--- src/rtl/audio_pkg.sv ---
// Shared constants and types for the codec ADC deserializer.
package audio_pkg;

  localparam int SAMPLE_W    = 16;
  localparam int SYNC_STAGES = 2;
  localparam int CNT_W       = 6;

  typedef enum logic [1:0] {
    ALIGN = 2'd0,
    DELAY = 2'd1,
    SHIFT = 2'd2,
    HOLD  = 2'd3
  } state_t;

  // Serial format select
  localparam logic FMT_I2S = 1'b0;
  localparam logic FMT_LJ  = 1'b1;

  // Channel encoding matches the codec frame clock level
  localparam logic CH_LEFT  = 1'b0;
  localparam logic CH_RIGHT = 1'b1;

  // First state of a channel slot: I2S skips the boundary bit, LJ shifts it in.
  function automatic state_t slot_start_state(input logic fmt);
    case (fmt)
      FMT_I2S: return DELAY;
      FMT_LJ:  return SHIFT;
      default: return ALIGN;
    endcase
  endfunction

endpackage

--- src/rtl/audio_pin_sync.sv ---
// Synchronizer for the three codec pins plus a bit-clock rising-edge pulse.
module audio_pin_sync
  import audio_pkg::*;
#(
  parameter int STAGES = SYNC_STAGES
) (
  input  logic       state_clk,
  input  logic       reset,
  input  logic [2:0] pins,        // {bclk, lrck, dat}
  output logic       lrck_sync,
  output logic       dat_sync,
  output logic       bclk_rise
);

  logic [2:0] stage_q [STAGES];
  logic       bclk_prev;

  // Flop chain on every pin; the bclk tap after the chain feeds the edge detector
  // NOTE: sequential state uses non-blocking assignments so every flop samples
  // the pre-edge value of its neighbour; blocking here would collapse the chain.
  always_ff @(posedge state_clk or negedge reset) begin
    if (!reset) begin
      for (int i = 0; i < STAGES; i++) stage_q[i] <= '0;
      bclk_prev <= 1'b0;
    end else begin
      stage_q[0] <= pins;
      for (int i = 1; i < STAGES; i++) stage_q[i] <= stage_q[i-1];
      bclk_prev <= stage_q[STAGES-1][2];
    end
  end

  assign lrck_sync = stage_q[STAGES-1][1];
  assign dat_sync  = stage_q[STAGES-1][0];
  assign bclk_rise = stage_q[STAGES-1][2] & ~bclk_prev;

endmodule

--- src/rtl/audio_adc_deserializer.sv ---
// Codec ADC serial-to-parallel converter: aligns to the frame clock, captures
// SAMPLE_W bits per channel and publishes a stereo pair once per good frame.
module audio_adc_deserializer
  import audio_pkg::*;
#(
  parameter int SAMPLE_W    = audio_pkg::SAMPLE_W,
  parameter int SYNC_STAGES = audio_pkg::SYNC_STAGES,
  parameter int CNT_W       = audio_pkg::CNT_W
) (
  input  logic                state_clk,
  input  logic                reset,
  input  logic                adc_bclk,
  input  logic                adc_lrck,
  input  logic                adc_dat,
  input  logic                fmt_lj,
  output logic [SAMPLE_W-1:0] audio_left,
  output logic [SAMPLE_W-1:0] audio_right,
  output logic                sample_valid,
  output logic                lr_out,
  output logic                frame_err
);

  logic lrck_s, dat_s, bclk_rise;

  audio_pin_sync #(.STAGES(SYNC_STAGES)) u_pin_sync (
    .state_clk (state_clk),
    .reset     (reset),
    .pins      ({adc_bclk, adc_lrck, adc_dat}),
    .lrck_sync (lrck_s),
    .dat_sync  (dat_s),
    .bclk_rise (bclk_rise)
  );

  state_t              state, state_next;
  logic [CNT_W-1:0]    cnt, cnt_next;
  logic [SAMPLE_W-1:0] shreg, shreg_next;
  logic [SAMPLE_W-1:0] left_hold, left_hold_next;
  logic                chan, chan_next;
  logic                left_ok, left_ok_next;
  logic                lr_q, lr_q_next;
  logic [SAMPLE_W-1:0] audio_left_next, audio_right_next;
  logic                valid_next, err_next;
  logic [SAMPLE_W-1:0] shifted;
  logic                boundary;

  assign shifted  = {shreg[SAMPLE_W-2:0], dat_s};
  assign boundary = bclk_rise && (lrck_s != lr_q);
  assign lr_out   = lr_q;

  // State, datapath and output registers
  always_ff @(posedge state_clk or negedge reset) begin
    if (!reset) begin
      state        <= ALIGN;
      cnt          <= '0;
      shreg        <= '0;
      left_hold    <= '0;
      chan         <= CH_LEFT;
      left_ok      <= 1'b0;
      lr_q         <= 1'b0;
      audio_left   <= '0;
      audio_right  <= '0;
      sample_valid <= 1'b0;
      frame_err    <= 1'b0;
    end else begin
      state        <= state_next;
      cnt          <= cnt_next;
      shreg        <= shreg_next;
      left_hold    <= left_hold_next;
      chan         <= chan_next;
      left_ok      <= left_ok_next;
      lr_q         <= lr_q_next;
      audio_left   <= audio_left_next;
      audio_right  <= audio_right_next;
      sample_valid <= valid_next;
      frame_err    <= err_next;
    end
  end

  // Next-state logic: slot alignment, bit capture, channel completion and pairing
  always_comb begin
    // NOTE: every signal gets a default first so no path leaves it unassigned;
    // a missing default in combinational logic infers a latch.
    state_next       = state;
    cnt_next         = cnt;
    shreg_next       = shreg;
    left_hold_next   = left_hold;
    chan_next        = chan;
    left_ok_next     = left_ok;
    lr_q_next        = lr_q;
    audio_left_next  = audio_left;
    audio_right_next = audio_right;
    valid_next       = 1'b0;
    err_next         = 1'b0;

    if (bclk_rise) begin
      lr_q_next = lrck_s;

      if (boundary) begin
        // A slot that ends before all sample bits arrived is dropped
        if (state == DELAY || state == SHIFT) err_next = 1'b1;

        // ALIGN only locks on a boundary into the left channel
        if (state != ALIGN || lrck_s == CH_LEFT) begin
          chan_next = lrck_s;
          // A new left slot opens a new frame: any earlier left is stale
          if (lrck_s == CH_LEFT) left_ok_next = 1'b0;
          state_next = slot_start_state(fmt_lj);
          if (state_next == SHIFT) begin
            shreg_next = shifted;
            cnt_next   = CNT_W'(1);
          end else begin
            cnt_next   = '0;
          end
        end
      end else begin
        case (state)
          DELAY: begin
            // Second edge of an I2S slot carries the MSB
            state_next = SHIFT;
            shreg_next = shifted;
            cnt_next   = CNT_W'(1);
          end
          SHIFT: begin
            shreg_next = shifted;
            cnt_next   = cnt + CNT_W'(1);
            if (cnt_next == CNT_W'(SAMPLE_W)) begin
              state_next = HOLD;
              if (chan == CH_LEFT) begin
                left_hold_next = shifted;
                left_ok_next   = 1'b1;
              end else if (left_ok) begin
                audio_left_next  = left_hold;
                audio_right_next = shifted;
                valid_next       = 1'b1;
                left_ok_next     = 1'b0;
              end
            end
          end
          default: ;
        endcase
      end
    end
  end

endmodule

--- config.mk ---
export PLATFORM = sky130hd
export DESIGN_NAME = audio_adc_deserializer
export DESIGN_NICKNAME = d
export VERILOG_FILES = /design/src/rtl/audio_pkg.sv /design/src/rtl/audio_pin_sync.sv /design/src/rtl/audio_adc_deserializer.sv
export SDC_FILE = /design/constraint.sdc
export NUM_CORES = 1
export LEC_CHECK = 0
export ABC_AREA = 0
export BUFFER_PORTS_ARGS = -buffer_cell sky130_fd_sc_hd__buf_2
export CORE_MARGIN = 3
export CORE_UTILIZATION = 52
export DETAILED_ROUTE_END_ITERATION = 16
export PLACE_DENSITY = 0.79
export SYNTH_ARGS = -nofsm -noshare
export SYNTH_HDL_FRONTEND = slang
export SYNTH_SLANG_ARGS = --single-unit
--- constraint.sdc ---
create_clock -name state_clk -period 2.05 [get_ports state_clk]
set_input_delay 0.41 -clock state_clk [delete_from_list [all_inputs] [get_ports state_clk]]
set_output_delay 0.41 -clock state_clk [all_outputs]
set_load 0.02 [all_outputs]
==> results list <==
- The run finished with clean final reports.
- Summed over all nets, the switching power comes to 992.7 uW.
- Class of the tightest hold or removal check: in2async
- Instance area at placement: 3902 um2
* Clock slew seen by the registers of the worst setup and hold paths: about 0.090 ns
- Tracing the worst setup path back leads to its startpoint at cnt[0]$_DFFE_PN0P_.
- The die covers 7965 um2.
- The number of antenna violations at the first check in global routing came to 0.
- Post-synthesis mux area share: between 20% and 30%
* Initial cell density of the core: 55.17%
* Transition time at the pin with the least slew margin: 0.6168 ns
- Initial DRC Count: 67
- In this run the deepest clock path goes through 2 buffers.
- Max rail drop VDD: 667.7 uV
- Area growth from synthesis to layout: 15.45%
- Number of enable-type register cells in the synthesized netlist: 0
* Root cell of the clock tree: clkbuf_8
- The clock reaches the later pin of the worst-skew pair after 0.35 ns.
- Entering global routing, the biggest net connects 51 pins.
- On the final layout, the worst clock skew is roughly 0.0092 ns.
* Largest family of logic cells by synthesized area: multiplexers
* Synthesized-area fraction occupied by xor and xnor cells: 1.493%
- In this run the static leakage power is 0.002214 uW.
* Proportion of layout cells with a drive suffix above 1: 50.34%
* TritonCTS clock tree: yes
* Proportion of power drawn by the clock network: 35.1%
- Routed wl met2: about 2900 um
* Most frequently used flop master after synthesis: dfrtp_1
- The internal portion of the total power is 2755 uW.
- FILL cells: approximately 470
* Worst setup path class: reg2reg
- The worst pin sits at a relative slew slack of 58.88%.
* Switching portion of total power: 26.49%
* Routability congestion estimate from global placement: 0.7962
- Critical path fanouts, max: 21
* Unrepaired setup endpoints after global routing: no
* Most common library cell in the layout ignoring fill and taps: dfrtp_1
- Number of CTS-inserted buffers: 9
- FF-to-FF Start: cnt[0]$_DFFE_PN0P_
- Total negative slack: 0 ns
- Number of remaining DRC errors: 0
- Critical path launch point type: flop
- Total via count in the routed design: between 2000 and 2500
- Walking the worst path, the cells encountered are ha_2 -> and3_2 -> o221a_4 -> nand4bb_2 -> buf_12 -> mux2_2.
* GR Util All Layers: 16.58%
* Die height: 89.25 um
- CP endpoint kind: flop
* Highest routed metal layer: met4
- Std-Cell Rows: 29
- Cells fill 63.70% of the core in the end.
* Part of the power in registers: approximately half
- Max-cap violations in this run came to 0.
* CTS H-tree depth: 3
- After detailed routing, the number of vias per cell comes to between 5 and 6.
* Hold buffer count at cts: 0
- Final min period: approximately 1.9 ns
- Antenna Violating Nets Remaining: 0
- Setup violations remaining at the end of the flow were counted as 0.
- Power spread over the standard cell area amounts to 900.7 nW/um2.
* Layout net count: 296
* Number of max-slew violations in the final report: 0
* Slowest cell delay on critical path: approximately 0.39 ns
* Final clock period utilization by the worst path: 94.67%
- Antenna fix cells: 0
* Required time at the endpoint of the critical path: 2.29 ns
- Once layout is done, the placed cells without fillers occupy 4160 um2.
* Total half-perimeter wirelength after legalization and detailed placement: 3922 um
- Of the synthesized area, sequential elements account for 57.64%.
- Sum of routed wire segments on met1: around 2600 um
- After Yosys synthesis, and, or, nand and nor cells account for 5.694% of the synthesized area.
* Crit path to: audio_left[13]$_DFFE_PN0P_
- The number of nets handed over by synthesis was 243.
* Cell area after technology mapping: between 3000 and 4000 um2
* Avg Inst Size Synth: 15.53 um2
- The share of total power dissipated in combinational logic is a little over an eighth.
- After floorplanning, the core was sized to cover 6531 um2.
- Synthesis produced 232 cells.
* Synth Area in Adders: 2.014%
- Synth Area in Compound Gates: 5.660%
- Die X: 89.25 um
- The top cell types in the final layout, fill and taps aside, are dfrtp_1 (83), buf_2 (39), mux2_2 (34).
- Of all flip-flops after synthesis, the portion carrying an async set or reset was 100.0%.
* Routed wire length on met3: 290 um
- CTS saw 83 sinks.
- Worst-case register-to-register setup slack: 0.11 ns
- Vias in the first global route: 2034
* IO Port Bufs: 40
* Post-synthesis cell type count: 46
* Pre-antenna DRT Iters: 4
- I/O pin count: 41
- Number of synthesized register bits: 83
* Global-route wire length before repair: 9729 um
* Register-to-Register Path Depth: 6
* Total wire length after detailed routing: 5776 um
- For the worst setup path, the data arrival time is 2.18 ns.
- Remaining global-route overflow: 0
* Slowest cell on the critical path: dfrtp_1
- Syn. warnings: 0
- Hold violation total from the final report: 0
- The worst register-to-register path ends at audio_left[13]$_DFFE_PN0P_.
- Derived from the worst setup path, the maximum achievable clock frequency is 515.3 MHz.
* Routed wirelength normalized by instance count: ~16 um
==> cells in the mapped netlist (2+ instances only) <==
master	number	share of area, %
ha_1	5	1.7
xor2_1	2	0.49
a21oi_1	3	0.42
nand3_1	2	0.28
o21ai_0	10	1.4
nand2_1	8	0.83
mux2_4	30	12
nor2_1	3	0.31
inv_1	6	0.62
buf_2	2	0.28
buf_12	3	1.7
mux2_2	34	11
dfrtp_1	83	58
nor3b_1	2	0.42
and3_2	2	0.42
nand4_1	2	0.35
nor3_1	4	0.56
buf_6	3	0.94
==> critical path, delay by kind of cell, from the launching register on <==
family / cells / cell delay, ns
flip-flops: 1 / 0.39
buffers and inverters: 1 / 0.21
AND/OR/NAND/NOR: 2 / 0.37
AO/OA/AOI/OAI: 1 / 0.29
adder cells (fa/ha/maj): 1 / 0.21
multiplexers: 1 / 0.35
==> power groups by stage <==
stage                     registers (uW)  clock network, uW  logic [uW]
final                               1930               1320         495
after global routing                1960               1440         560
after CTS                           1930               1360         499
after floorplan                     1930                  0         335
after detailed placement            1970                  0         494
after global placement              1960                  0         475
==> worst min-delay path by stage <==
stage / slack, ns / to / startpoint
CTS: 0.08 / audio_right[15]$_DFFE_PN0P_ / reset
global placement: 0.33 / u_pin_sync.dat_sync$_DFF_PN0_ / u_pin_sync.stage_q[3]$_DFF_PN0_
floorplan: 0.11 / audio_left[0]$_DFFE_PN0P_ / reset
finish: 0.07 / audio_right[1]$_DFFE_PN0P_ / reset
detailed placement: 0.33 / u_pin_sync.stage_q[2]$_DFF_PN0_ / u_pin_sync.stage_q[5]$_DFF_PN0_
global route: 0.09 / audio_right[15]$_DFFE_PN0P_ / reset
==> per-layer routing <==
metal	global-route usage (%)	up-vias
met5	0	-
met4	4.465	0
met3	7.189	6
met2	26.05	45
met1	21.17	1024
li1	-	936
==> cell families (layout without fill, tap and decap cells) <==
logic type	count (synthesis)	count (layout)
AOI/OAI and AO/OA	26	26
xor gates and xnor gates	4	4
adders and majority gates	6	6
buffers and inverters	16	74
DFF	83	83
muxes	65	65
and+or+nand+nor	32	32
==> registers in the layout, indices dropped and copies added (netlist names) <==
signal                flops
sample_valid              1
u_pin_sync.dat_sync       1
left_hold                16
u_pin_sync.lrck_sync      1
shreg                    15
left_ok                   1
u_pin_sync.bclk_prev      1
audio_right              16
cnt                       6
u_pin_sync.stage_q        4
lr_out                    1
frame_err                 1
state                     2
chan                      1
audio_left               16
==> through the flow <==
stage,instances,setup WS [ns],power (uW),hold WS [ns]
after floorplan,232,0.09393,2267,0.1144
after global placement,350,0.1243,2433,0.3335
after detailed placement,350,0.07332,2463,0.3347
after CTS,366,0.05776,3788,0.07731
after global routing,367,0.04315,3961,0.09271
final,367,0.1092,3747,0.06836
==> area by class of cell <==
class | instances | area, um2 | area share (%)
inverters | 6 | 22.52 | 0.5414
clock inverters | 7 | 105.1 | 2.526
well taps | 77 | 96.34 | 2.316
repair buffers | 52 | 346.6 | 8.331
clock buffers | 9 | 123.9 | 2.977
flip-flops and latches | 83 | 2077 | 49.92
multi-input cells | 133 | 1389 | 33.38
==> repair_timing <==
item                                    CTS  global route
resized for setup                         0             4
buffers inserted                          0             1
endpoints found under the setup margin    0            27
Note: power is estimated with default switching activity, not from simulation.
